`src/rtl/execute_md.sv`:
```
// RV32IM execute stage: forwarding muxes, ALU, branch condition and an iterative multiply/divide unit.
// Optional build macro MD_EARLY_OUT_EN lets divide-by-zero, signed overflow and zero-operand multiplies finish in 2 cycles.
module execute_md #(
    parameter int XLEN   = 32,
    parameter bit DIV_EN = 1'b1
) (
    input  logic            clk,
    input  logic            rst_n,
    input  logic            ALUSrcE,
    input  logic [3:0]      ALUControlE,
    input  logic            MDEnE,
    input  logic [2:0]      MDOpE,
    input  logic            BranchE,
    input  logic [2:0]      BrFunctE,
    input  logic [XLEN-1:0] rs1_dataE,
    input  logic [XLEN-1:0] rs2_dataE,
    input  logic [XLEN-1:0] ImmExtE,
    input  logic [XLEN-1:0] PCE,
    input  logic [1:0]      ForwardAE,
    input  logic [1:0]      ForwardBE,
    input  logic [XLEN-1:0] ALUResultM,
    input  logic [XLEN-1:0] ResultW,
    input  logic            StallE,
    input  logic            FlushE,
    output logic [XLEN-1:0] ALUResultE,
    output logic [XLEN-1:0] WriteDataE,
    output logic [XLEN-1:0] PCTargetE,
    output logic            cond_trueE,
    output logic            md_stallE
);
    localparam int SHW = $clog2(XLEN);
    localparam int CW  = $clog2(XLEN);

    localparam logic [3:0] ALU_ADD  = 4'b0000, ALU_SUB  = 4'b0001, ALU_AND = 4'b0010,
                           ALU_OR   = 4'b0011, ALU_XOR  = 4'b0100, ALU_SLT = 4'b0101,
                           ALU_SLTU = 4'b0110, ALU_SLL  = 4'b0111, ALU_SRL = 4'b1000,
                           ALU_SRA  = 4'b1001, ALU_LUI  = 4'b1010;
    localparam logic [2:0] MD_MUL = 3'b000, MD_MULH = 3'b001, MD_MULHSU = 3'b010, MD_MULHU = 3'b011,
                           MD_DIV = 3'b100, MD_DIVU = 3'b101, MD_REM    = 3'b110, MD_REMU  = 3'b111;

    typedef enum logic [1:0] {IDLE = 2'b00, BUSY = 2'b01, DONE = 2'b10} md_state_t;

    md_state_t          state_r, state_nx;
    logic [CW-1:0]      cnt_r;
    logic [XLEN-1:0]    hi_r, lo_r, op_b_r, res_r;
    logic [2:0]         op_r;
    logic               sa_r, sb_r, div0_r;

    logic [XLEN-1:0]    src_a, fwd_b, src_b, alu_res;
    logic               cond_s, issue_s, finish_s;
    logic               sgn_a_s, sgn_b_s, neg_a_s, neg_b_s, div0_s;
    logic [XLEN-1:0]    abs_a_s, abs_b_s;
    logic [XLEN:0]      mul_sum_s, shift_rem_s;
    logic [XLEN-1:0]    rem_sub_s, hi_nx, lo_nx, md_res;
    logic [2*XLEN-1:0]  prod_s, prod_signed_s;
    logic [XLEN-1:0]    quo_signed_s, rem_signed_s;
`ifdef MD_EARLY_OUT_EN
    logic               ovf_s, mzero_s, early_s;
    logic [XLEN-1:0]    eo_res_s;
`endif

    // Forwarding muxes; code 11 falls back to the register value
    always_comb begin
        case (ForwardAE)
            2'b01:   src_a = ResultW;
            2'b10:   src_a = ALUResultM;
            default: src_a = rs1_dataE;
        endcase
        case (ForwardBE)
            2'b01:   fwd_b = ResultW;
            2'b10:   fwd_b = ALUResultM;
            default: fwd_b = rs2_dataE;
        endcase
    end

    assign src_b      = ALUSrcE ? ImmExtE : fwd_b;
    assign WriteDataE = fwd_b;
    assign PCTargetE  = PCE + ImmExtE;

    // Combinational ALU
    always_comb begin
        case (ALUControlE)
            ALU_ADD:  alu_res = src_a + src_b;
            ALU_SUB:  alu_res = src_a - src_b;
            ALU_AND:  alu_res = src_a & src_b;
            ALU_OR:   alu_res = src_a | src_b;
            ALU_XOR:  alu_res = src_a ^ src_b;
            ALU_SLT:  alu_res = {{(XLEN-1){1'b0}}, $signed(src_a) < $signed(src_b)};
            ALU_SLTU: alu_res = {{(XLEN-1){1'b0}}, src_a < src_b};
            ALU_SLL:  alu_res = src_a << src_b[SHW-1:0];
            ALU_SRL:  alu_res = src_a >> src_b[SHW-1:0];
            ALU_SRA:  alu_res = $signed(src_a) >>> src_b[SHW-1:0];
            ALU_LUI:  alu_res = src_b;
            default:  alu_res = '0;
        endcase
    end

    // Branch condition on forwarded rs1/rs2, independent of ALUSrcE
    always_comb begin
        case (BrFunctE)
            3'b000:  cond_s = (src_a == fwd_b);
            3'b001:  cond_s = (src_a != fwd_b);
            3'b100:  cond_s = ($signed(src_a) <  $signed(fwd_b));
            3'b101:  cond_s = ($signed(src_a) >= $signed(fwd_b));
            3'b110:  cond_s = (src_a <  fwd_b);
            3'b111:  cond_s = (src_a >= fwd_b);
            default: cond_s = 1'b0;
        endcase
    end

    assign cond_trueE = BranchE & cond_s;
    assign ALUResultE = (state_r == DONE) ? res_r : alu_res;

    // Issue decode: operand signedness, magnitudes and special cases
    always_comb begin
        sgn_a_s = (MDOpE == MD_MULH) || (MDOpE == MD_MULHSU) || (MDOpE == MD_DIV) || (MDOpE == MD_REM);
        sgn_b_s = (MDOpE == MD_MULH) || (MDOpE == MD_DIV) || (MDOpE == MD_REM);
        neg_a_s = sgn_a_s & src_a[XLEN-1];
        neg_b_s = sgn_b_s & fwd_b[XLEN-1];
        abs_a_s = neg_a_s ? -src_a : src_a;
        abs_b_s = neg_b_s ? -fwd_b : fwd_b;
        div0_s  = MDOpE[2] & (fwd_b == '0);
    end

`ifdef MD_EARLY_OUT_EN
    // Results known at issue time, bypassing the iteration
    always_comb begin
        ovf_s    = MDOpE[2] & ~MDOpE[0] & (src_a == {1'b1, {(XLEN-1){1'b0}}}) & (fwd_b == '1);
        mzero_s  = ~MDOpE[2] & ((src_a == '0) | (fwd_b == '0));
        early_s  = div0_s | ovf_s | mzero_s;
        if (!MDOpE[2] || !DIV_EN) begin
            eo_res_s = '0;
        end else if (div0_s) begin
            eo_res_s = MDOpE[1] ? src_a : '1;
        end else begin
            eo_res_s = MDOpE[1] ? '0 : src_a;
        end
    end
`endif

    // One iteration: shift-add multiply step or restoring divide step, plus final sign correction
    always_comb begin
        mul_sum_s   = {1'b0, hi_r} + (lo_r[0] ? {1'b0, op_b_r} : '0);
        shift_rem_s = {hi_r, lo_r[XLEN-1]};
        rem_sub_s   = shift_rem_s[XLEN-1:0] - op_b_r;
        if (op_r[2] && DIV_EN) begin
            if (shift_rem_s >= {1'b0, op_b_r}) begin
                hi_nx = rem_sub_s;
                lo_nx = {lo_r[XLEN-2:0], 1'b1};
            end else begin
                hi_nx = shift_rem_s[XLEN-1:0];
                lo_nx = {lo_r[XLEN-2:0], 1'b0};
            end
        end else begin
            hi_nx = mul_sum_s[XLEN:1];
            lo_nx = {mul_sum_s[0], lo_r[XLEN-1:1]};
        end
        prod_s        = {hi_nx, lo_nx};
        prod_signed_s = (sa_r ^ sb_r) ? -prod_s : prod_s;
        quo_signed_s  = (sa_r ^ sb_r) ? -lo_nx : lo_nx;
        rem_signed_s  = sa_r ? -hi_nx : hi_nx;
        if (op_r[2] && !DIV_EN) begin
            md_res = '0;
        end else begin
            case (op_r)
                MD_MUL:                         md_res = prod_signed_s[XLEN-1:0];
                MD_MULH, MD_MULHSU, MD_MULHU:   md_res = prod_signed_s[2*XLEN-1:XLEN];
                MD_DIV, MD_DIVU:                md_res = div0_r ? '1 : quo_signed_s;
                MD_REM, MD_REMU:                md_res = rem_signed_s;
                default:                        md_res = '0;
            endcase
        end
    end

    // M-unit next state and stall request
    always_comb begin
        state_nx  = state_r;
        md_stallE = 1'b0;
        issue_s   = 1'b0;
        finish_s  = 1'b0;
        case (state_r)
            IDLE: begin
                if (MDEnE && !FlushE) begin
                    issue_s   = 1'b1;
                    md_stallE = rst_n;
`ifdef MD_EARLY_OUT_EN
                    state_nx  = early_s ? DONE : BUSY;
`else
                    state_nx  = BUSY;
`endif
                end else begin
                    state_nx  = IDLE;
                end
            end
            BUSY: begin
                md_stallE = 1'b1;
                if (FlushE) begin
                    state_nx = IDLE;
                end else if (cnt_r == CW'(XLEN-1)) begin
                    state_nx = DONE;
                    finish_s = 1'b1;
                end else begin
                    state_nx = BUSY;
                end
            end
            DONE: begin
                if (FlushE) begin
                    state_nx = IDLE;
                end else if (StallE) begin
                    state_nx = DONE;
                end else begin
                    state_nx = IDLE;
                end
            end
            default: state_nx = IDLE;
        endcase
    end

    // M-unit state register
    always_ff @(posedge clk or negedge rst_n) begin
        if (!rst_n) begin
            state_r <= IDLE;
        end else begin
            state_r <= state_nx;
        end
    end

    // M-unit operand, iteration and result registers
    always_ff @(posedge clk or negedge rst_n) begin
        if (!rst_n) begin
            cnt_r  <= '0;
            hi_r   <= '0;
            lo_r   <= '0;
            op_b_r <= '0;
            res_r  <= '0;
            op_r   <= 3'b000;
            sa_r   <= 1'b0;
            sb_r   <= 1'b0;
            div0_r <= 1'b0;
        end else if (issue_s) begin
            cnt_r  <= '0;
            hi_r   <= '0;
            lo_r   <= abs_a_s;
            op_b_r <= abs_b_s;
            op_r   <= MDOpE;
            sa_r   <= neg_a_s;
            sb_r   <= neg_b_s;
            div0_r <= div0_s;
`ifdef MD_EARLY_OUT_EN
            res_r  <= eo_res_s;
`endif
        end else if (state_r == BUSY) begin
            cnt_r <= cnt_r + 1'b1;
            hi_r  <= hi_nx;
            lo_r  <= lo_nx;
            if (finish_s) begin
                res_r <= md_res;
            end
        end
    end
endmodule

```
`config.mk`:
```
export PLATFORM = sky130hd
export DESIGN_NAME = execute_md
export DESIGN_NICKNAME = d
export VERILOG_FILES = /design/src/rtl/execute_md.sv
export SDC_FILE = /design/constraint.sdc
export NUM_CORES = 2
export LEC_CHECK = 0
export ABC_CLOCK_PERIOD_IN_PS = 15700
export CELL_PAD_IN_SITES_DETAIL_PLACEMENT = 1
export CELL_PAD_IN_SITES_GLOBAL_PLACEMENT = 2
export CORE_AREA = 2 2 280 282
export DETAILED_ROUTE_END_ITERATION = 8
export DIE_AREA = 0 0 282 284
export GPL_ROUTABILITY_DRIVEN = 0
export HOLD_SLACK_MARGIN = 0.08
export PLACE_DENSITY = 0.91
export SLEW_MARGIN = 20
export SYNTH_ARGS = -nofsm -noshare
export SYNTH_HDL_FRONTEND = slang
export SYNTH_SLANG_ARGS = --single-unit
export TNS_END_PERCENT = 30
```
`constraint.sdc`:
```
create_clock -name clk -period 15.7 [get_ports clk]
set_clock_uncertainty 0.2 [all_clocks]
set_input_delay 3.14 -clock clk [delete_from_list [all_inputs] [get_ports clk]]
set_output_delay 3.14 -clock clk [all_outputs]
set_load 0.01 [all_outputs]
```
==> flow_summary.toml <==
[placement]
dp_hpwl_mm = 115
io_buffers = 310

[layout]
drive_gt1_share_pct = 4.76
fin_nets = 4580
n_fill_cell = 9894
area_growth_syn_to_layout_pct = 17.8

[synthesis]
yosys.cell_count.top_type = "nand2_1"
ys_ff_latch = 141
synth_top_cell_area_share_pct = 13.2
yosys.area.top_type = "dfrtp_1"
avgSynthCellArea_um2 = 6.73
seq_area_frac_synth_pct = 13.2
netlist_area_um2 = 26700
synth_edf_count = 0
ys_warn_count = 0
synth_nets = 4421
synthTopCellsByArea = "dfrtp_1 (13%), ha_1 (11%), o21ai_0 (7.6%), nand2_1 (7.1%), a21oi_1 (6.9%)"
postSynthCellCount = 3971
synth-async-reset-ratio_pct = 100
synth_commonest_cells = "nand2_1 (503), o21ai_0 (408), a21oi_1 (369)"
ys_types = 97
ys_dominant_reg_cell = "dfrtp_1"

[clocking]
cts_root_buf = "clkbuf_16"
clockBufferDepth = 2
cts_tree = "built"
post-cts-setup-buffers = 0
ctsHoldBuffers = 0
numCtsBuffers = 17
htree_levels = 4
insertion_delay_ps = 470
clock-sinks = 141
post_cts_resized = 0
clk_pin_slew_ps = 60

[floorplanning]
die_x_um = 282
die_height_um = 284
num_io_pins = 311
fp-row-count = 102
fp.coreArea_um2 = 77000
start_util_pct = 34.7
die-area_um2 = 80100

[critical_path]
cp.required_ps = 12360
cp_cell_sequence = "clkdlybuf4s50_1, inv_1, ha_1, inv_1, o21ai_1, o21ai_0, ha_1, a21oi_1, o21bai_1, a21oi_1, o21ai_0, a221oi_1, o21ai_0, a21o_1, a21oi_1, o21ai_0, xor2_1, a211oi_1, a32oi_1, clkdlybuf4s50_1"
cp.arrival_ps = 9850
critPathMaxStageDelay_ps = 860
start_kind = "input pin"
crit_buf_inv = 4
crit_top_cell = "o21ai_0"
end_kind = "output pin"
path_max_fanout = 25
worstSetupPathType = "in2out"
cpMaxStageDelayCell = "o21ai_0"
crit_family = "compound AO/OA/AOI/OAI gates"

[drt]
drt_first_pass_iters = 6
drc_errors = 0
wirelength_mm = 145
drt_iter0_drc = 3320
wl_per_cell_um = 27.9
num_vias = 33100
ant_nets = 0
avgViaCountPerCell = 6.38

[grt]
grt_use_total_pct = 35.1
grt_max_degree = 90
overflow = 0
antenna_found_initial = 8
grt_pass1_wl_mm = 213
first_global_vias = 32700

[timing]
layout_min_cycle_time_ps = 13190
setup_viol = 0
worstMarginPinSlew_ps = 1140
timing.final.crit_share_pct = 84.0
slew_headroom_pct = 22.1
tns_ps = 0
rsz0062_at_grt = "no"
drv_slew = 0
max_freq_mhz = 75.8
hold_viol = 0

[worst_hold_path]
holdCritPathClass = "reg2reg"

[power_and_ir_drop]
clockPowerShare_pct = 9.3
power_leakage_nw = 13.0
p_sw_share_pct = 58.1
switching_power_mw = 2.66
p_seq_share_pct = 13.6
power.total_mw = 4.58
p_int_mw = 1.92
peakVddDrop_uv = 102
combPwrFrac_pct = 77.1
p_per_area_nw_per_um2 = 146

[flow_run]
cap_violations = 0

[status]
run_status = "complete, no violations"
stage by stage:
| step | setup slack (ps) | std cells | area (um^2) | hold slack, ps | utilization, % |
|---|---|---|---|---|---|
| CTS | 2690 | 5183 | 31500 | 303 | 40.9 |
| global route | 2070 | 5185 | 31500 | 340 | 40.9 |
| finish | 2510 | 5187 | 31500 | 295 | 40.9 |
| global placement | 2770 | 5151 | 30900 | 251 | 40.1 |
| detailed placement | 2710 | 5151 | 30900 | 290 | 40.1 |
| floorplan | 4280 | 3971 | 26700 | 239 | - |
registers in the layout, indices dropped and copies added, names as in the netlist:
name / flops
hi_r: 32
lo_r: 32
op_b_r: 32
res_r: 32
cnt_r: 5
op_r: 3
state_r: 2
div0_r: 1
sa_r: 1
sb_r: 1
routing by layer:
| metal | global-route usage (%) | routed length (um) | vias to the layer above |
|---|---|---|---|
| met3 | 7.01 | 12600 | 419 |
| li1 | - | - | 14800 |
| met1 | 44.1 | 58100 | 16200 |
| met2 | 55.7 | 64500 | 1637 |
| met5 | 0 | 27 | - |
| met4 | 19.9 | 9520 | 4 |
layout make-up:
type	instances	area, um^2	share of cell area (%)
Antenna cell	4	10.0	0.0318
Tap cell	1040	1300	4.13
Clock inverter	15	166	0.529
Inverter	208	781	2.48
Multi-Input combinational cell	3360	21500	68.2
Clock buffer	17	425	1.35
Timing Repair Buffer	402	3780	12.0
Sequential cell	141	3530	11.2
cells by family after synthesis:
group,count (synthesis),share of synthesized area (%)
AO/OA/AOI/OAI,1504,35.9
AND/OR/NAND/NOR,1305,22.2
buffers and inverters,470,6.74
XOR/XNOR,239,7.83
adder cells (fa/ha/maj),237,11.2
flip-flops,141,13.2
multiplexers,75,2.87
path summary, 6_finish.rpt:
path	cells after the start	from	slack, ps	to
worst min-delay path	1	cnt_r[3]	300	cnt_r[3]
worst max-delay path	20	ForwardBE[0]	2510	ALUResultE[30]
worst min register to register	1	cnt_r[3]	300	cnt_r[3]
worst max register to register	16	op_b_r[24]	9480	res_r[29]
max in group asynchronous	2	rst_n	11710	op_r[2]
min in group asynchronous	1	rst_n	2300	hi_r[23]
power by group through the flow:
stage	clock network (mW)	registers (mW)	logic (mW)
after detailed placement	0	0.624	3.42
final	0.427	0.624	3.53
after global placement	0	0.620	3.36
after CTS	0.431	0.618	3.44
after global routing	0.445	0.633	3.79
after floorplan	0	0.540	2.32
cell usage in the layout, fill, tap and decap left out, types with 15 or more instances in the layout:
| cell | synthesis | routed |
|---|---|---|
| a221oi_1 | 36 | 36 |
| a21oi_1 | 369 | 368 |
| o21ai_1 | 42 | 47 |
| nor2_1 | 326 | 325 |
| o221ai_1 | 56 | 56 |
| nand3_1 | 111 | 110 |
| nand4_1 | 35 | 35 |
| o22ai_1 | 28 | 28 |
| mux2i_1 | 65 | 65 |
| o31ai_1 | 33 | 33 |
| a22oi_1 | 72 | 72 |
| buf_4 | 1 | 92 |
| a21o_1 | 60 | 60 |
| o21bai_1 | 26 | 26 |
| ha_1 | 232 | 231 |
| clkbuf_16 | 0 | 17 |
| clkdlybuf4s50_1 | 0 | 307 |
| nand2b_1 | 35 | 34 |
| o211ai_1 | 54 | 54 |
| a211o_1 | 15 | 15 |
| a31oi_1 | 55 | 55 |
| nor3_1 | 83 | 79 |
| inv_1 | 203 | 203 |
| o21ai_0 | 408 | 402 |
| and3_1 | 28 | 28 |
| or3_1 | 20 | 20 |
| and2_1 | 48 | 48 |
| nor4_1 | 23 | 23 |
| dfrtp_1 | 141 | 140 |
| a211oi_1 | 52 | 51 |
| nand2_1 | 503 | 503 |
| xnor2_1 | 178 | 177 |
| a221o_1 | 30 | 30 |
| o21a_1 | 28 | 26 |
| xor2_1 | 61 | 60 |
| nor2b_1 | 33 | 32 |
(Power assumes the default switching activity.)
